File: src/rtl/echo_result_filter_pkg.sv
// Shared widths and constants for the echo distance result filter.
// The sample_t record is the stage-1 capture of the counter result.
package echo_result_filter_pkg;

   localparam int BCD_DIGITS = 3;
   localparam int BCD_W      = 12;
   localparam int BIN_W      = 10;
   localparam int BCD_MAX    = 999;
   localparam logic [BCD_W-1:0] FLUSH_BCD = 12'h000;

   typedef struct packed {
      logic [BCD_W-1:0] bcd;
      logic             echo;
      logic             live;
   } sample_t;

   function automatic logic [BIN_W-1:0] abs_diff(input logic [BIN_W-1:0] a,
                                                 input logic [BIN_W-1:0] b);
      return (a >= b) ? (a - b) : (b - a);
   endfunction

endpackage

File: src/rtl/echo_result_filter_bcd_bin_to_bcd.sv
// Combinational double-dabble: 10-bit binary to three BCD digits.
// Inputs above 999 saturate so the display never shows a wrapped value.
module bcd_bin_to_bcd
   import echo_result_filter_pkg::*;
(
   input  logic [BIN_W-1:0] bin_in,
   output logic [BCD_W-1:0] bcd_out
);

   logic [BIN_W-1:0]       bin_sat;
   logic [BCD_W+BIN_W-1:0] sr;

   always_comb begin
      bin_sat = (bin_in > BIN_W'(BCD_MAX)) ? BIN_W'(BCD_MAX) : bin_in;
      sr = '0;
      sr[BIN_W-1:0] = bin_sat;
      for (int i = 0; i < BIN_W; i++) begin
         for (int d = 0; d < BCD_DIGITS; d++) begin
            if (sr[BIN_W+4*d +: 4] >= 4'd5)
               sr[BIN_W+4*d +: 4] = sr[BIN_W+4*d +: 4] + 4'd3;
         end
         sr = sr << 1;
      end
      bcd_out = sr[BIN_W +: BCD_W];
   end

endmodule

File: src/rtl/echo_result_filter.sv
// Echo distance result filter: captures one counter result per clk_34 edge,
// rejects bad readings and drives a moving average over the last DEPTH samples.
module echo_result_filter
   import echo_result_filter_pkg::*;
#(
   parameter int DEPTH      = 4,
   parameter int MIN_CM     = 2,
   parameter int MAX_CM     = 400,
   parameter int MISS_LIMIT = 3,
   parameter int JUMP_CM    = 50
)(
   input  logic             clk_34,
   input  logic             reset,
   input  logic [BCD_W-1:0] show_bcd,
   input  logic             echo_valid,
   output logic [BCD_W-1:0] dist_bcd,
   output logic             dist_valid,
   output logic             out_of_range,
   output logic [4:0]       fill_level
);

   localparam int L      = $clog2(DEPTH);
   localparam int SUM_W  = BIN_W + L;
   localparam int MISS_W = $clog2(MISS_LIMIT + 1);

   localparam logic [BIN_W-1:0]  MIN_B    = BIN_W'(MIN_CM);
   localparam logic [BIN_W-1:0]  MAX_B    = BIN_W'(MAX_CM);
   localparam logic [BIN_W:0]    JUMP_B   = (BIN_W+1)'(JUMP_CM);
   localparam logic [MISS_W-1:0] MISS_MAX = MISS_W'(MISS_LIMIT);
   localparam logic [4:0]        DEPTH_F  = 5'(DEPTH);

   sample_t smp_q, smp_d;

   logic [BIN_W-1:0]  hist_q [DEPTH];
   logic [BIN_W-1:0]  hist_d [DEPTH];
   logic [L-1:0]      wr_ptr_q, wr_ptr_d;
   logic [SUM_W-1:0]  sum_q, sum_d;
   logic [4:0]        fill_q, fill_d;
   logic [MISS_W-1:0] miss_q, miss_d;
   logic [BCD_W-1:0]  dist_bcd_q, dist_bcd_d;
   logic              dist_valid_q, dist_valid_d;
   logic              oor_q, oor_d;

   logic [3:0]        d2, d1, d0;
   logic              digits_ok;
   logic [BIN_W-1:0]  bin;
   logic              acc;
   logic              full;
   logic [BIN_W-1:0]  avg_cur;
   logic              jump;
   logic              upd_avg;
   logic              flush;
   logic [BIN_W-1:0]  avg_new;
   logic [BCD_W-1:0]  avg_bcd;

   // Stage 1: capture; live marks a real sample, so the post-reset bubble is not a miss
   always_comb begin
      smp_d.bcd  = show_bcd;
      smp_d.echo = echo_valid;
      smp_d.live = 1'b1;
   end

   assign d2 = smp_q.bcd[11:8];
   assign d1 = smp_q.bcd[7:4];
   assign d0 = smp_q.bcd[3:0];
   assign digits_ok = (d2 <= 4'd9) && (d1 <= 4'd9) && (d0 <= 4'd9);
   assign bin = BIN_W'(d2) * BIN_W'(100) + BIN_W'(d1) * BIN_W'(10) + BIN_W'(d0);
   assign acc = smp_q.live && smp_q.echo && digits_ok && (bin >= MIN_B) && (bin <= MAX_B);

   assign full    = (fill_q == DEPTH_F);
   assign avg_cur = BIN_W'(sum_q >> L);
   assign jump    = {1'b0, abs_diff(bin, avg_cur)} > JUMP_B;

   // Stage 2: history, running sum and miss tracking
   always_comb begin
      hist_d       = hist_q;
      wr_ptr_d     = wr_ptr_q;
      sum_d        = sum_q;
      fill_d       = fill_q;
      miss_d       = miss_q;
      dist_valid_d = dist_valid_q;
      oor_d        = oor_q;
      upd_avg      = 1'b0;
      flush        = 1'b0;
      if (acc) begin
         miss_d = '0;
         oor_d  = 1'b0;
         if (full && jump) begin
            hist_d[0]    = bin;
            wr_ptr_d     = L'(1);
            sum_d        = SUM_W'(bin);
            fill_d       = 5'd1;
            dist_valid_d = 1'b0;
         end else if (full) begin
            // when full the write pointer sits on the oldest entry
            hist_d[wr_ptr_q] = bin;
            wr_ptr_d         = wr_ptr_q + L'(1);
            sum_d            = sum_q - SUM_W'(hist_q[wr_ptr_q]) + SUM_W'(bin);
            upd_avg          = 1'b1;
         end else begin
            hist_d[wr_ptr_q] = bin;
            wr_ptr_d         = wr_ptr_q + L'(1);
            sum_d            = sum_q + SUM_W'(bin);
            fill_d           = fill_q + 5'd1;
            if (fill_d == DEPTH_F) begin
               dist_valid_d = 1'b1;
               upd_avg      = 1'b1;
            end
         end
      end else if (smp_q.live) begin
         if (miss_q < MISS_MAX)
            miss_d = miss_q + MISS_W'(1);
         if (miss_d == MISS_MAX) begin
            flush        = 1'b1;
            for (int i = 0; i < DEPTH; i++)
               hist_d[i] = '0;
            wr_ptr_d     = '0;
            sum_d        = '0;
            fill_d       = '0;
            dist_valid_d = 1'b0;
            oor_d        = 1'b1;
         end
      end
   end

   assign avg_new = BIN_W'(sum_d >> L);

   bcd_bin_to_bcd u_bin_to_bcd (
      .bin_in  (avg_new),
      .bcd_out (avg_bcd)
   );

   always_comb begin
      dist_bcd_d = dist_bcd_q;
      if (flush)
         dist_bcd_d = FLUSH_BCD;
      else if (upd_avg)
         dist_bcd_d = avg_bcd;
   end

   always_ff @(posedge clk_34 or posedge reset) begin
      if (reset) begin
         smp_q        <= '0;
         for (int i = 0; i < DEPTH; i++)
            hist_q[i] <= '0;
         wr_ptr_q     <= '0;
         sum_q        <= '0;
         fill_q       <= '0;
         miss_q       <= '0;
         dist_bcd_q   <= FLUSH_BCD;
         dist_valid_q <= 1'b0;
         oor_q        <= 1'b0;
      end else begin
         smp_q        <= smp_d;
         hist_q       <= hist_d;
         wr_ptr_q     <= wr_ptr_d;
         sum_q        <= sum_d;
         fill_q       <= fill_d;
         miss_q       <= miss_d;
         dist_bcd_q   <= dist_bcd_d;
         dist_valid_q <= dist_valid_d;
         oor_q        <= oor_d;
      end
   end

   assign dist_bcd     = dist_bcd_q;
   assign dist_valid   = dist_valid_q;
   assign out_of_range = oor_q;
   assign fill_level   = fill_q;

endmodule
File: config.mk
export PLATFORM = sky130hd
export DESIGN_NAME = echo_result_filter
export DESIGN_NICKNAME = d
export VERILOG_FILES = /design/src/rtl/echo_result_filter_pkg.sv /design/src/rtl/echo_result_filter_bcd_bin_to_bcd.sv /design/src/rtl/echo_result_filter.sv
export SDC_FILE = /design/constraint.sdc
export NUM_CORES = 1
export LEC_CHECK = 0
export CORE_ASPECT_RATIO = 0.5
export CORE_MARGIN = 2
export CORE_UTILIZATION = 30
export CTS_BUF_LIST = sky130_fd_sc_hd__clkbuf_4 sky130_fd_sc_hd__clkbuf_8
export CTS_CLUSTER_DIAMETER = 80
export CTS_CLUSTER_SIZE = 12
export DETAILED_ROUTE_END_ITERATION = 7
export GPL_TIMING_DRIVEN = 0
export MAX_ROUTING_LAYER = met4
export SYNTH_ARGS = -nofsm -noshare
export SYNTH_HDL_FRONTEND = slang
export SYNTH_SLANG_ARGS = --single-unit
File: constraint.sdc
create_clock -name clk_34 -period 27.6 [get_ports clk_34]
set_clock_uncertainty 0.1 [all_clocks]
set_input_delay 5.52 -clock clk_34 [delete_from_list [all_inputs] [get_ports clk_34]]
set_output_delay 5.52 -clock clk_34 [all_outputs]
set_load 0.02 [all_outputs]
==> results.cfg <==
[route]
drc = 0
postRouteAntennaNets = 0
dr.pass1.iters = 5
vias = 7940
vias_per_cell = 5.48
wl_per_cell_um = 17.6
drt_iter0_drc = 531
wl_um = 25400

[yosys]
yosysUniqueCellTypes = 105
syn_area_per_cell_um2 = 8.88
synth_area_leaders = dfrtp_1, ha_1, fa_1
synth_largest_area_cell = dfrtp_1
synth_top_area_frac = 0.249
async_flop_share = 1.00
synthCells = 1008
synth_seq_cells = 89
synthFlopType = dfrtp_1
synth_enable_flop_cells = 0
yosysWarnings = 0
syn-cell-area_um2 = 8950
ys_seq_area_frac = 0.249
synth_fp_nets = 1132

[worst_setup_path]
critPathMostFrequentCell = ha_1
cp_top_family = compound AO/OA/AOI/OAI gates
cp_slowest_cell = or4b_1
reg2reg_depth = 59
crit_fanout = 10
critPathLaunchType = register
crit_required_ns = 27.79
path_depth = 59
path_buf_inv = 10
end_kind = register
cpPeakStageDelay_ns = 0.58
cp.arrival_ns = 15.43
criticalPathCategory = register to register

[timing]
rsz0062_at_grt = false
report.final.slew_viol_count = 0
fmax_mhz = 65.6
setup_viol = 0
tightest_slew_ns = 1.18
tns_ns = 0
hold_violations = 0
slew_headroom = 0.210
post-route-period-util = 0.552
period_needed_ns = 15.24

[power_and_ir_drop]
leakage_nw = 4.31
p_total_uw = 753
irDropWorstVdd_mv = 0.0431
p_per_area_nw_per_um2 = 75.2

[clock_tree]
path_clk_slew_ns = 0.11
cts_tree = done
hold_buffers = 0
htree_num_levels = 3
clock-sinks = 89
cts_resized = 0
clock_latency_ns = 0.41
post_cts_buffers = 0
cts_buffers = 9
root_buffer = clkbuf_8
cts_buffer_depth = 2

[floorplan]
ios = 34
die_h_um = 126
die_w_um = 248
initial_utilization = 0.307
coreArea_um2 = 29200
rows = 44
die-area_um2 = 31300

[place]
placement.io_buffers = 33
hpwlAfterDp_um = 20000
gp_congestion = 0.917

[cells_and_area]
fill_cells = 3006
ff_latch_area_um2 = 2230
mostFrequentLayoutCells = ha_1, dfrtp_1, nand2_1
syn_to_final_growth_pct = 11.8
layout_commonest_cell = ha_1
layout.nets = 1177
layout-drive-gt1-share = 0.0907
diodes = 0
multi_input_area_um2 = 6250

[global_routing]
grt_pass1_vias = 7824
grt_usage = 0.172
grt.overflow.total = 0
grt_pass1_wl_um = 41400
antenna_found_initial = 0
grt_max_degree = 62

[flow_run]
maxCapViolations = 0

[hold_path]
hold_path_depth = 2
hold_path.class = register to register

[run_status]
status = completed
## per-layer routing
layer	share of wire	track usage	vias to the layer above
met5	0	-	-
met4	0.021	0.0546	0
met2	0.46	0.267	153
met3	0.043	0.0303	29
li1	-	-	3838
met1	0.48	0.227	3920
## power by group
group | switching [mW] | internal [mW]
sequential | 0.00731 | 0.136
combinational | 0.314 | 0.195
clock | 0.0562 | 0.0442
## worst reg2reg max path: cells and delay by family, from the launching register on
family / cells / cell delay (ns)
compound gates: 20 / 5.45
fa+ha+maj: 13 / 3.88
simple gates: 12 / 3.04
buf+inv: 10 / 1.21
mux: 2 / 0.54
flops: 1 / 0.47
xor+xnor: 2 / 0.44
## stage by stage
step | worst slack, ns | std cells | hold slack (ns) | util | cell area [um2]
floorplan | 14.81 | 1008 | 0.333 | - | 8950
global placement | 12.76 | 1432 | 0.357 | 0.335 | 9770
detailed placement | 12.52 | 1433 | 0.363 | 0.336 | 9800
CTS | 12.41 | 1449 | 0.384 | 0.343 | 10000
global route | 11.37 | 1449 | 0.408 | 0.343 | 10000
finish | 12.36 | 1449 | 0.380 | 0.343 | 10000
## area by class of cell
class	count	share of cell area
well taps	391	0.0489
multi-input cells	799	0.625
inverters	87	0.0329
clock buffers	10	0.0131
plain buffers	33	0.0149
flip-flops and latches	89	0.223
clock inverters	6	0.00725
repair buffers	34	0.0358
## worst paths after layout
| check | endpoint | slack [ns] | start |
|---|---|---|---|
| setup / recovery | dist_bcd[2]$_DFFE_PP0P_ | 12.36 | d2[1]$_DFF_PP0_ |
| hold / removal | hist_q[12]$_DFFE_PP0P_ | 0.38 | hist_q[12]$_DFFE_PP0P_ |
| setup reg to reg | dist_bcd[2]$_DFFE_PP0P_ | 12.36 | d2[1]$_DFF_PP0_ |
| hold reg to reg | hist_q[12]$_DFFE_PP0P_ | 0.38 | hist_q[12]$_DFFE_PP0P_ |
| max in group asynchronous | d0[2]$_DFF_PP0_ | 21.39 | reset |
| min in group asynchronous | dist_bcd[2]$_DFFE_PP0P_ | 5.36 | reset |
## synth_stat cells, drive strengths merged, types with 6 or more instances
master,count
nand2,86
nor2,62
buf,12
o22ai,7
o31ai,31
clkbuf,21
o21ai,73
a31o,6
and2,10
a21oi,48
mux2,7
or2,6
nor2b,10
xor2,19
xnor2,20
o211ai,14
fa,18
nor3b,6
o311ai,7
and3,9
mux2i,14
o21bai,6
a31oi,16
nand2b,15
nand3,42
a211oi,15
dfrtp,89
ha,91
nor3,18
mux4,10
nor4,8
nand4,13
inv,87
o21a,18
a21o,11
## sequential cells by signal (all words and copies together), names as in the netlist, 4 cells and up
register,cells
d0,4
d1,4
d2,4
dist_bcd,12
fill_level,5
hist_q,40
sum_q,12
## cells by family after synthesis
kind of cell    after synthesis  share of synthesized area
compound gates              310                      0.257
xor+xnor                     41                     0.0449
fa+ha+maj                   109                      0.167
buf+inv                     120                     0.0531
flops                        89                      0.249
mux                          31                     0.0513
other cells                   1                   0.000419
simple gates                307                      0.177
No activity file was read; power rests on OpenSTA's default activity.
